**src/rtl/rvfpm_issue_queue_pkg.sv**
```systemverilog
// Shared FPU issue-queue types: per-entry lifecycle state
// and the entry record seen by the execute back-end.
package pa_rvfpm;

  localparam int unsigned IQ_X_NUM_RS   = 3;
  localparam int unsigned IQ_XLEN       = 32;
  localparam int unsigned IQ_X_ID_WIDTH = 4;

  typedef enum logic [1:0] {
    IQ_FREE,
    IQ_SPEC,
    IQ_COMMITTED,
    IQ_KILLED
  } iq_state_e;

  typedef struct packed {
    iq_state_e                                state;
    logic [31:0]                              instr;
    logic [IQ_X_ID_WIDTH-1:0]                 id;
    logic [IQ_X_NUM_RS-1:0][IQ_XLEN-1:0]      rs;
  } iq_entry_t;

  function automatic iq_state_e iq_resolve(input logic kill);
    return kill ? IQ_KILLED : IQ_COMMITTED;
  endfunction

endpackage

```
**src/rtl/rvfpm_issue_queue.sv**
```systemverilog
// In-order speculative issue queue between XIF issue/commit
// and the FPU back-end; only committed entries are released.
module rvfpm_issue_queue
  import pa_rvfpm::*;
#(
  parameter  int unsigned DEPTH      = 4,
  parameter  int unsigned X_NUM_RS   = 3,
  parameter  int unsigned XLEN       = 32,
  parameter  int unsigned X_ID_WIDTH = 4,
  localparam int unsigned PW         = $clog2(DEPTH),
  localparam int unsigned CW         = $clog2(DEPTH + 1),
  localparam int unsigned RSW        = X_NUM_RS * XLEN
) (
  input  logic                  ck,
  input  logic                  rst,
  input  logic                  flush,
  input  logic                  issue_valid,
  input  logic                  issue_accept,
  output logic                  issue_ready,
  input  logic [31:0]           issue_instr,
  input  logic [X_ID_WIDTH-1:0] issue_id,
  input  logic [RSW-1:0]        issue_rs,
  input  logic                  commit_valid,
  input  logic [X_ID_WIDTH-1:0] commit_id,
  input  logic                  commit_kill,
  output logic                  exec_valid,
  input  logic                  exec_ready,
  output logic [31:0]           exec_instr,
  output logic [X_ID_WIDTH-1:0] exec_id,
  output logic [RSW-1:0]        exec_rs,
  output logic [CW-1:0]         count
);

  iq_state_e             state_q [DEPTH];
  iq_state_e             state_d [DEPTH];
  logic [31:0]           instr_q [DEPTH];
  logic [X_ID_WIDTH-1:0] id_q    [DEPTH];
  logic [RSW-1:0]        rs_q    [DEPTH];

  logic [PW-1:0]    head_q, head_d;
  logic [PW-1:0]    tail_q, tail_d;
  logic [CW-1:0]    count_q, count_d;
  logic [DEPTH-1:0] wr;
  logic [DEPTH-1:0] dup;
  logic             enq, deq, drop, leave;
  logic             enq_hit;
  iq_state_e        head_st;

  function automatic logic [PW-1:0] ptr_inc(input logic [PW-1:0] p);
    return (p == PW'(DEPTH - 1)) ? '0 : p + PW'(1);
  endfunction

  assign issue_ready = count_q < CW'(DEPTH);
  assign enq         = issue_valid & issue_accept & issue_ready;
  assign enq_hit     = commit_valid & (commit_id == issue_id);
  assign head_st     = state_q[head_q];
  assign exec_valid  = head_st == IQ_COMMITTED;
  assign drop        = head_st == IQ_KILLED;
  assign deq         = exec_valid & exec_ready;
  assign leave       = deq | drop;
  assign count       = count_q;

  assign exec_instr = exec_valid ? instr_q[head_q] : '0;
  assign exec_id    = exec_valid ? id_q[head_q]    : '0;
  assign exec_rs    = exec_valid ? rs_q[head_q]    : '0;

  always_comb begin
    head_d  = head_q;
    tail_d  = tail_q;
    count_d = count_q;
    if (flush) begin
      head_d  = '0;
      tail_d  = '0;
      count_d = '0;
    end else begin
      if (leave) head_d = ptr_inc(head_q);
      if (enq)   tail_d = ptr_inc(tail_q);
      count_d = count_q + CW'(enq) - CW'(leave);
    end
  end

  for (genvar i = 0; i < DEPTH; i++) begin : g_ent
    logic      hit;
    logic      at_head;
    iq_state_e st_d;

    assign at_head = head_q == PW'(i);
    assign wr[i]   = enq & (tail_q == PW'(i));
    assign hit     = commit_valid & (state_q[i] == IQ_SPEC)
                   & (commit_id == id_q[i]);
    // the leaving head is no longer in flight, so its id may be reused
    assign dup[i]  = (state_q[i] != IQ_FREE) & (id_q[i] == issue_id)
                   & ~(leave & at_head);

    always_comb begin
      st_d = state_q[i];
      if (flush)
        st_d = IQ_FREE;
      else if (wr[i])
        st_d = enq_hit ? iq_resolve(commit_kill) : IQ_SPEC;
      else if (hit)
        st_d = iq_resolve(commit_kill);
      else if (leave && at_head)
        st_d = IQ_FREE;
    end

    assign state_d[i] = st_d;
  end

  always_ff @(posedge ck or negedge rst) begin
    if (!rst) begin
      head_q  <= '0;
      tail_q  <= '0;
      count_q <= '0;
      for (int i = 0; i < DEPTH; i++) begin
        state_q[i] <= IQ_FREE;
        instr_q[i] <= '0;
        id_q[i]    <= '0;
        rs_q[i]    <= '0;
      end
    end else begin
      head_q  <= head_d;
      tail_q  <= tail_d;
      count_q <= count_d;
      for (int i = 0; i < DEPTH; i++) begin
        state_q[i] <= state_d[i];
        if (wr[i] && !flush) begin
          instr_q[i] <= issue_instr;
          id_q[i]    <= issue_id;
          rs_q[i]    <= issue_rs;
        end
      end
    end
  end

  a_no_dup_id: assert property (
    @(posedge ck) disable iff (!rst)
    (enq && !flush) |-> (dup == '0)
  );

endmodule

```
**config.mk**
```make
export PLATFORM = sky130hd
export DESIGN_NAME = rvfpm_issue_queue
export DESIGN_NICKNAME = d
export VERILOG_FILES = /design/src/rtl/rvfpm_issue_queue_pkg.sv /design/src/rtl/rvfpm_issue_queue.sv
export SDC_FILE = /design/constraint.sdc
export NUM_CORES = 1
export LEC_CHECK = 0
export BUFFER_PORTS_ARGS = -buffer_cell sky130_fd_sc_hd__buf_2
export CAP_MARGIN = 20
export CORE_UTILIZATION = 63
export DETAILED_ROUTE_END_ITERATION = 8
export MAX_ROUTING_LAYER = met4
export PLACE_DENSITY = 0.85
export SLEW_MARGIN = 10
export SYNTH_ARGS = -nofsm -noshare
export SYNTH_HDL_FRONTEND = slang
export SYNTH_SLANG_ARGS = --single-unit
```
**constraint.sdc**
```tcl
create_clock -name ck -period 8.6 [get_ports ck]
set_clock_uncertainty 0.2 [all_clocks]
set_input_delay 0.86 -clock ck [delete_from_list [all_inputs] [get_ports ck]]
set_output_delay 0.86 -clock ck [all_outputs]
set_load 0.02 [all_outputs]
```
Yosys cells after proc, flatten, opt, wreduce, memory -nomap -nowiden. Cells that the tools add are included.

Latch bits: 0. Memory bits (read-only): 0. Memories kept: 0. Input bits: 144. Bits in registers: 543. Output and inout bits: 137. Bits in writable memories: 0.

Mux-type cells: 40. Divide/modulo/power cells: 0. Bitwise operators: 18. Reductions and logical operators: 17. Shift-type cells: 0. Multiply operators: 0. Magnitude comparators: 2. $add $sub $neg: 4. Eq/ne operators: 17.

Operators by type and width (count): 96-bit two-way mux (3); 96-bit binary-select mux with 2-bit select (1); 32-bit two-way mux (3); 32-bit binary-select mux with 2-bit select (1); 2-bit two-way mux (25); 4-bit equality test (5); 1-bit AND (16); 4-bit nonzero test (4); 2-bit by 1-bit equality test with 1-bit output, second input constant (6); 2-bit equality test, second input constant (6); 4-bit two-way mux (3); 4-bit binary-select mux with 2-bit select (1); 1-bit logical AND (8); 2-bit by 1-bit adder with 2-bit output, second input constant (2); 2-bit binary-select mux with 2-bit select (1); 2-bit logical NOT (2); 2-bit nonzero test (2); 3-bit by 1-bit adder with 3-bit output (1); 3-bit greater-or-equal comparator, second input constant (1); 3-bit less-than comparator, second input constant (1); 3-bit two-way mux (1); 2-bit NOT with 3-bit output (1); 3-bit by 1-bit subtractor with 3-bit output (1); 1-bit logical NOT (1); 2 further kinds (2).

Logic depth before layout (Yosys ltp). Gate-level depths: netlist of run 1.

Depth after elaboration: 12. Mapped depth: 13.

Worst setup path after synthesis of run 1. No wires, ideal clock.

Path type: input to register. Start point: in exec_ready. End point: reg count_q[2], in the netlist count[2]. Arrival time: 2.637 ns. Library setup time: 0.132 ns. Path buffers: 1. Required time: 8.268 ns. Cell stages on the path: 11. Path slack: 5.631 ns. Cell sequence: or2_0 > o221a_1 > buf_6 > ha_1 > inv_1 > ha_1 > inv_1 > fa_1 > xnor2_1 > xnor2_1 > nor2_1.

Longest elaborated chain between the ends: 4.

Ends and longest elaborated chain: start, declared (RTL line rvfpm_issue_queue.sv:27) `input logic exec_ready,`; 1-bit AND (RTL line rvfpm_issue_queue.sv:59) `assign deq = exec_valid & exec_ready;`; 1-bit bitwise OR (RTL line rvfpm_issue_queue.sv:60) `assign leave = deq | drop;`; 3-bit by 1-bit subtractor with 3-bit output (RTL line rvfpm_issue_queue.sv:78) `count_d = count_q + CW'(enq) - CW'(leave);`; 3-bit two-way mux (RTL line rvfpm_issue_queue.sv:71) `if (flush) begin`; via count_d[2] (RTL line rvfpm_issue_queue.sv:42) `logic [CW-1:0] count_q, count_d;`; end signal, assigned (RTL line rvfpm_issue_queue.sv:124) `count_q <= count_d;`; end, declared (RTL line rvfpm_issue_queue.sv:42).

The timed path passes the listed nets, and every way through them passes these cells. A chain may end at the register's enable or synchronous reset.

Final worst setup path of run 1.
Start point: reg head_q[1]. End point: out exec_rs[19].

Longest elaborated chain between the ends: 6. Elaborated cells on any way between the ends: 9.

Ends and longest elaborated chain: start, declared (RTL line rvfpm_issue_queue.sv:40) `logic [PW-1:0] head_q, head_d;`; start signal, assigned (RTL line rvfpm_issue_queue.sv:112) `head_q <= '0;`; start signal, assigned (RTL line rvfpm_issue_queue.sv:122) `head_q <= head_d;`; 2-bit NOT with 3-bit output (implied by the code) (*) (RTL line rvfpm_issue_queue.sv:56, rvfpm_issue_queue.sv:65); 2-bit binary-select mux with 2-bit select (RTL line rvfpm_issue_queue.sv:56) `assign head_st = state_q[head_q];`; 2-bit two-way mux (implied by the code) (2 in a row) (RTL line rvfpm_issue_queue.sv:56); 2-bit equality test (RTL line rvfpm_issue_queue.sv:57) `assign exec_valid = head_st == IQ_COMMITTED;`; 96-bit two-way mux (*) (RTL line rvfpm_issue_queue.sv:65) `assign exec_rs = exec_valid ? rs_q[head_q] : '0;`; end, declared (RTL line rvfpm_issue_queue.sv:30) `output logic [RSW-1:0] exec_rs,`.

Every way passes the cells marked *; elsewhere a longest branch is shown, timed or not. The select of a mux whose other input is x is not followed.

==> out/qor.txt, run 1 <==
post-route cell area = 28400 sq um
IO Pins = 281
Setup Fix Bufs, Post-CTS = 0
maximum achievable frequency = 179 MHz
violation count after the first detailed-route iteration = 889
hold buffers post-CTS = 0
pin count of the biggest net entering global routing = 188
Die Height = 201 microns
RSZ-0062 raised after global routing = false
wire length of the first global-routing pass = 89000 microns
final worst slack = 3010 ps
CTS tree = done
number of core rows = 72
Antenna Nets Post-Route = 0
biggest area consumer among synthesized cells = dfrtp_1
Overall Global Routing Usage = 29.0%
worst slew pin tran = 1090 ps
register-to-register setup slack = 4470 ps
Synth Area per Inst = 15.8 sq um
Die Outline Area = 40300 sq um
Vias/cell = 6.12
number of enable flip-flop cells after synthesis = 0
endpoints failing setup = 0
WS Path Type = register to output pin
Overflow after GRT = 0
estimated wirelength of the detail-placed design = 32600 microns
fill cell total of the finished layout = 2463
synthesized net count = 1728
capture point of the worst reg-to-reg path = count[2]$_DFF_PN0_
nature of the critical path endpoint = output pin
via count = 14600
top-count cell post-synth = dfrtp_1
Top FF cell, synth = dfrtp_1
number of warning messages in the yosys log = 0
Total Neg Setup Slack = 0 ps
quantity of gates resized following cts = 0
post-detailed-route wirelength per cell = 22.8 microns
library cell appearing most often on the critical path = buf_4
Syn Std Cell Area = 24900 sq um
crit path launch type = register
Final Cycle Share = 65.0%
share of post-route cells with drive strength above 1 = 43.8%
clock network latency to the later pin of the worst-skew pair = 600 ps
number of buffers inserted by port buffering = 280
gpl congestion = 0.814
post-placement setup slack = 3630 ps
Synth top area share = 54.6%
worst min-delay path category = input port to asynchronous set/reset pin
instance area after placement = 26500 sq um
Commonest cells post-synth = 543 x dfrtp_1, 282 x mux2_2, 247 x mux2_1
max incr delay on CP = 810 ps
number of buffers added by the clock tree synthesis step = 54
reported leakage power = 13.9 nW
core area = 38800 sq um
number of clock sinks = 543
ordered list of cells on the worst path = buf_4, mux2_2, mux2i_4, buf_4, buf_4, and3_1, buf_2
number of synthesized register bits = 543
largest cells by area after synthesis = dfrtp_1 55%, mux2_2 13%, mux4_2 12%, mux2_1 11%, and3_1 3.3%
remaining design rule violation count = 0
gate count of the mapped netlist = 1573
die boundary width = 201 microns
share of synthesized area occupied by flip-flops and latches = 54.6%
startpoint of the most critical register-to-register path = head_q[1]$_DFFE_PN0P_
largest fanout on the critical path = 68
highest ir drop seen on vdd = 0.179 mV
net count of the finished layout = 1962
Post-synth ARST share = 100%
vias in the first global route = 16100
clock period minus final worst setup slack = 5590 ps
Inst Count DP = 2269
data arrival time of the worst path = 4530 ps
initial antenna violation count = 15
Pwr per Cell Area = 243 nW/um^2
clock edge transition at the registers on the reported setup and hold paths = 60 ps
cells on worst reg2reg path = 11
Max H-tree Level = 2
final hold violation count = 0
critical path's top delay family = buffers and inverters
drt total wl = 54500 microns
slowest cell on the critical path = buf_4
Max Root-Sink Buffers = 3
post-route non-filler standard cell count = 2385
initial core utilization = 64.1%
maxcap violations = 0
cell at the root of the clock tree = clkbuf_16
unique cell type count in the Yosys netlist = 34
worst max-slew margin expressed relative to the limit = 27.5%
max-slew violations = 0
first drt pass iteration count = 4
post-synthesis to final-layout area growth = 14.2%
buffer and inverter count on the worst path = 4
run status = finished clean
data required time at the worst endpoint = 7540 ps
==> state kept, by name, indices dropped and copies added, names as in the netlist <==
signal   flops
rs_q       384
instr_q    128
state_q      8
head_q       2
tail_q       2
count        3
id_q        16
==> worst reg2reg max path, cell delays in order, from the launching register on <==
cell and delay [ps]:
dfrtp_4 770, buf_4 810, mux2_2 470, o221a_1 370
ha_1 350, inv_1 60, ha_1 130, inv_1 50
fa_1 400, xnor2_1 180, xnor2_1 140, nor2_1 60
==> how the worst max path moves through the flow <==
stage / from / endpoint / slack [ps] / depth (start not counted)
6_report: head_q[1]$_DFFE_PN0P_ / exec_rs[19] / 3010 / 7
2_1_floorplan: exec_ready / count[2]$_DFF_PN0_ / 5630 / 11
3_5_place_dp: head_q[1]$_DFFE_PN0P_ / exec_rs[19] / 3630 / 7
5_1_grt: head_q[1]$_DFFE_PN0P_ / exec_rs[34] / 2800 / 7
3_3_place_gp: head_q[1]$_DFFE_PN0P_ / exec_rs[13] / 3760 / 7
4_1_cts: head_q[1]$_DFFE_PN0P_ / exec_rs[19] / 2960 / 7
==> layout make-up <==
cell class | instances | area, sq um | share of cell area, %
sequential | 543 | 13600 | 47.8
multi-input combinational | 893 | 10600 | 37.3
clock buffer | 89 | 1660 | 5.83
timing repair buffer | 301 | 1630 | 5.72
tap | 518 | 648 | 2.28
clock inverter | 11 | 205 | 0.722
inverter | 14 | 52.6 | 0.185
antenna | 16 | 40.0 | 0.141
==> cells in the final DEF, fill, tap and decap left out, types with 3 or more instances in the layout <==
master and n:
clkbuf_1 21, diode_2 16, nor4_1 4, and3_1 133, nand3_1 4, xor2_1 7
clkinv_2 5, a32o_1 4, clkbuf_8 11, dfrtp_1 541, ha_1 10, buf_4 17
buf_12 3, mux2_1 247, clkbuf_16 57, nor2_4 4, buf_2 279, bufinv_16 6
inv_1 12, mux2i_1 5, nand2_1 14, a221oi_2 4, mux4_2 132, mux2_2 282
a22o_1 4, nor2_1 7, xnor2_1 17, o21ai_1 4
==> cells by family after synthesis <==
kind of cell / share of synthesized area, %
multiplexers: 36.3
flip-flops: 54.6
AND/OR/NAND/NOR: 4.07
buffers and inverters: 2.95
XOR/XNOR: 0.844
AO/OA/AOI/OAI: 0.709
adder cells (fa/ha/maj): 0.583
==> power breakdown <==
group | total [mW] | switching, mW | internal, mW
combinational | 1.06 | 0.407 | 0.648
clock | 2.46 | 0.976 | 1.49
sequential | 3.39 | 0.282 | 3.10
==> stage by stage <==
step	utilization, %	hold WS, ps	total power, mW
final	73.2	144	6.90
after global routing	73.2	197	7.21
after CTS	73.1	163	6.95
after detailed placement	68.3	269	4.48
after global placement	68.3	261	4.37
after floorplan	-	252	4.11
==> per-layer routing <==
layer	part of all wire [%]	wire, microns	track usage [%]	vias to the layer above
li1	-	-	-	6328
met1	42	22700	38.2	7767
met2	49	26900	45.2	416
met3	7.2	3920	7.35	75
met4	1.8	985	7.91	0
met5	0	0	-	-
No activity file was read; power rests on OpenSTA's default activity.
==> run 2, diff against run 1 <==
--- a/config.mk
+++ b/config.mk
@@ -7,10 +7,10 @@
 export LEC_CHECK = 0
 export BUFFER_PORTS_ARGS = -buffer_cell sky130_fd_sc_hd__buf_2
 export CAP_MARGIN = 20
-export CORE_UTILIZATION = 63
+export CORE_UTILIZATION = 53
 export DETAILED_ROUTE_END_ITERATION = 8
 export MAX_ROUTING_LAYER = met4
-export PLACE_DENSITY = 0.85
+export PLACE_DENSITY = 0.76
 export SLEW_MARGIN = 10
 export SYNTH_ARGS = -nofsm -noshare
 export SYNTH_HDL_FRONTEND = slang
==> constraint.sdc (replaced) <==
create_clock -name ck -period 4.78 [get_ports ck]
set_clock_uncertainty 0.2 [all_clocks]
set_input_delay 0.478 -clock ck [delete_from_list [all_inputs] [get_ports ck]]
set_output_delay 0.478 -clock ck [all_outputs]
set_load 0.02 [all_outputs]
==> run 2 against run 1 <==
Compared with the run above: combinational power grew 85%; via count is 3.3% higher; count of clock-buffer cells in the layout is 6 lower; final area increased by 5.7%; core utilization shrank 8.5 points; power up 80%; cell count increased by 9.4%; register-to-register slack lost 2900 ps; sequential cell count unchanged; largest power group unchanged; highest routed layer unchanged.
==> out/qor.txt, run 2 (same netlist as run 1, synthesis figures left out) <==
WS Path Type = register to output pin
estimated wirelength of the detail-placed design = 33600 microns
final-layout worst hold slack = 133 ps
most used cells in the layout excluding fill and tap cells = 541 x dfrtp_1, 282 x mux2_2, 279 x buf_2
worst max-slew margin expressed relative to the limit = 36.3%
worst min-delay path category = input port to register
net count of the finished layout = 2109
part of the total power dissipated in sequential elements = 49.0%
largest fanout on the critical path = 52
max-slew violations = 0
Max H-tree Level = 2
core area = 46500 sq um
post-route non-filler standard cell count = 2609
Overall Global Routing Usage = 25.0%
net switching component of the power = 3.00 mW
first drt pass iteration count = 4
Die Outline Area = 47800 sq um
final hold violation count = 0
Total Neg Setup Slack = 0 ps
flip-flop count of the largest register, all copies and words added = 384
number of buffers added by the clock tree synthesis step = 56
RSZ-0062 raised after global routing = false
registers with the most flip-flops = rs_q (384), instr_q (128), id_q (16)
via count = 15100
part of the power in combinational logic = 15.8%
clock period minus final worst setup slack = 3760 ps
Vias/cell = 5.78
clock power share = 35.2%
number of core rows = 79
initial core utilization = 53.6%
Overflow after GRT = 0
data required time at the worst endpoint = 4100 ps
cell at the root of the clock tree = clkbuf_16
remaining design rule violation count = 0
share of post-route cells with drive strength above 1 = 41.7%
Max Root-Sink Buffers = 3
highest ir drop seen on vdd = 0.327 mV
pin count of the biggest net entering global routing = 123
register with the most flip-flops = rs_q
final worst slack = 1020 ps
data arrival time of the worst path = 3080 ps
post-detailed-route wirelength per cell = 21.6 microns
switching part of the total power = 24.1%
drt total wl = 56300 microns
worst slew pin tran = 956 ps
clock network latency to the later pin of the worst-skew pair = 590 ps
endpoints failing setup = 0
crit path launch type = register
initial antenna violation count = 4
run status = finished clean
total area of sequential cells = 13600 sq um
violation count after the first detailed-route iteration = 854
die boundary width = 219 microns
number of buffers inserted by port buffering = 280
internal power of the cells = 9.44 mW
vias in the first global route = 16500
post-synthesis to final-layout area growth = 20.7%
Die Height = 219 microns
Inst Count DP = 2370
instance area after placement = 26800 sq um
maximum achievable frequency = 266 MHz
Final Cycle Share = 78.7%
CTS tree = done
post-route cell area = 30100 sq um
reported leakage power = 14.5 nW
post-placement setup slack = 1520 ps
wire length of the first global-routing pass = 91000 microns
area of combinational cells with multiple inputs = 10600 sq um
number of clock sinks = 543
share of the core filled with cells in the final layout = 64.7%
maxcap violations = 0
leading cell type in the layout, fill and taps excluded = dfrtp_1
nature of the critical path endpoint = output pin
Setup Fix Bufs, Post-CTS = 0
clock edge transition at the registers on the reported setup and hold paths = 60 ps
Antenna Nets Post-Route = 0
gpl congestion = 0.833
Pwr per Cell Area = 414 nW/um^2
total power after layout = 12.4 mW
IO Pins = 281
fill cell total of the finished layout = 3271
[run 2: cell types whose count changed in the layout (fill, tap and decap cells not counted), moves of 3 or more]
cell | previous run | this run
clkbuf_1 | 21 | 12
clkinv_2 | 5 | 10
clkinvlp_4 | 0 | 3
buf_12 | 3 | 14
diode_2 | 16 | 5
clkbuf_8 | 11 | 14
dlygate4sd3_1 | 0 | 133
[run 2: final timing paths]
check | startpoint | to | slack (ps) | cells after the start
min in group asynchronous | rst | rs_q[309]$_DFFE_PN0P_ | 360 | 2
max reg2reg | head_q[0]$_DFFE_PN0P_ | count[2]$_DFF_PN0_ | 1530 | 10
min | commit_kill | state_q[2]$_DFFE_PN0P_ | 130 | 3
max in group asynchronous | rst | rs_q[279]$_DFFE_PN0P_ | 2770 | 3
min reg2reg | rs_q[165]$_DFFE_PN0P_ | rs_q[165]$_DFFE_PN0P_ | 280 | 1
max | head_q[1]$_DFFE_PN0P_ | exec_id[2] | 1020 | 4
[run 2: critical path, stage by stage (launching register included)]
cell and delay, ps:
dfrtp_4 710, buf_4 740, mux4_2 660, and3_1 210, buf_2 160
[run 2: repair_timing]
item | in CTS | in global routing
hold buffers | 133 | 0
hold endpoints to repair | 635 | 0
resized for setup | 0 | 0
[run 2: power groups by stage]
stage	clock network, mW	logic (mW)	registers [mW]
after global placement	0	1.79	6.07
final	4.38	1.96	6.09
after detailed placement	0	1.89	6.15
after global routing	4.67	2.14	6.20
after CTS	4.48	1.99	6.08
after floorplan	0	1.42	5.96
[run 2: metal layers]
metal  vias to the layer above  global-route usage, %  wire length [microns]
li1                       6627                      -                      -
met1                      8041                   32.6                  24400
met2                       339                   40.1                  27900
met3                        60                   5.75                   3140
met4                         0                   5.19                    807
met5                         -                      -                      0
[run 2: layout make-up]
type | instances | share of cell area, %
well taps | 607 | 2.53
repair buffers | 446 | 10.5
flip-flops and latches | 543 | 45.2
clock inverters | 18 | 0.670
diodes | 5 | 0.0416
clock buffers | 83 | 5.54
multi-input cells | 893 | 35.3
inverters | 14 | 0.175
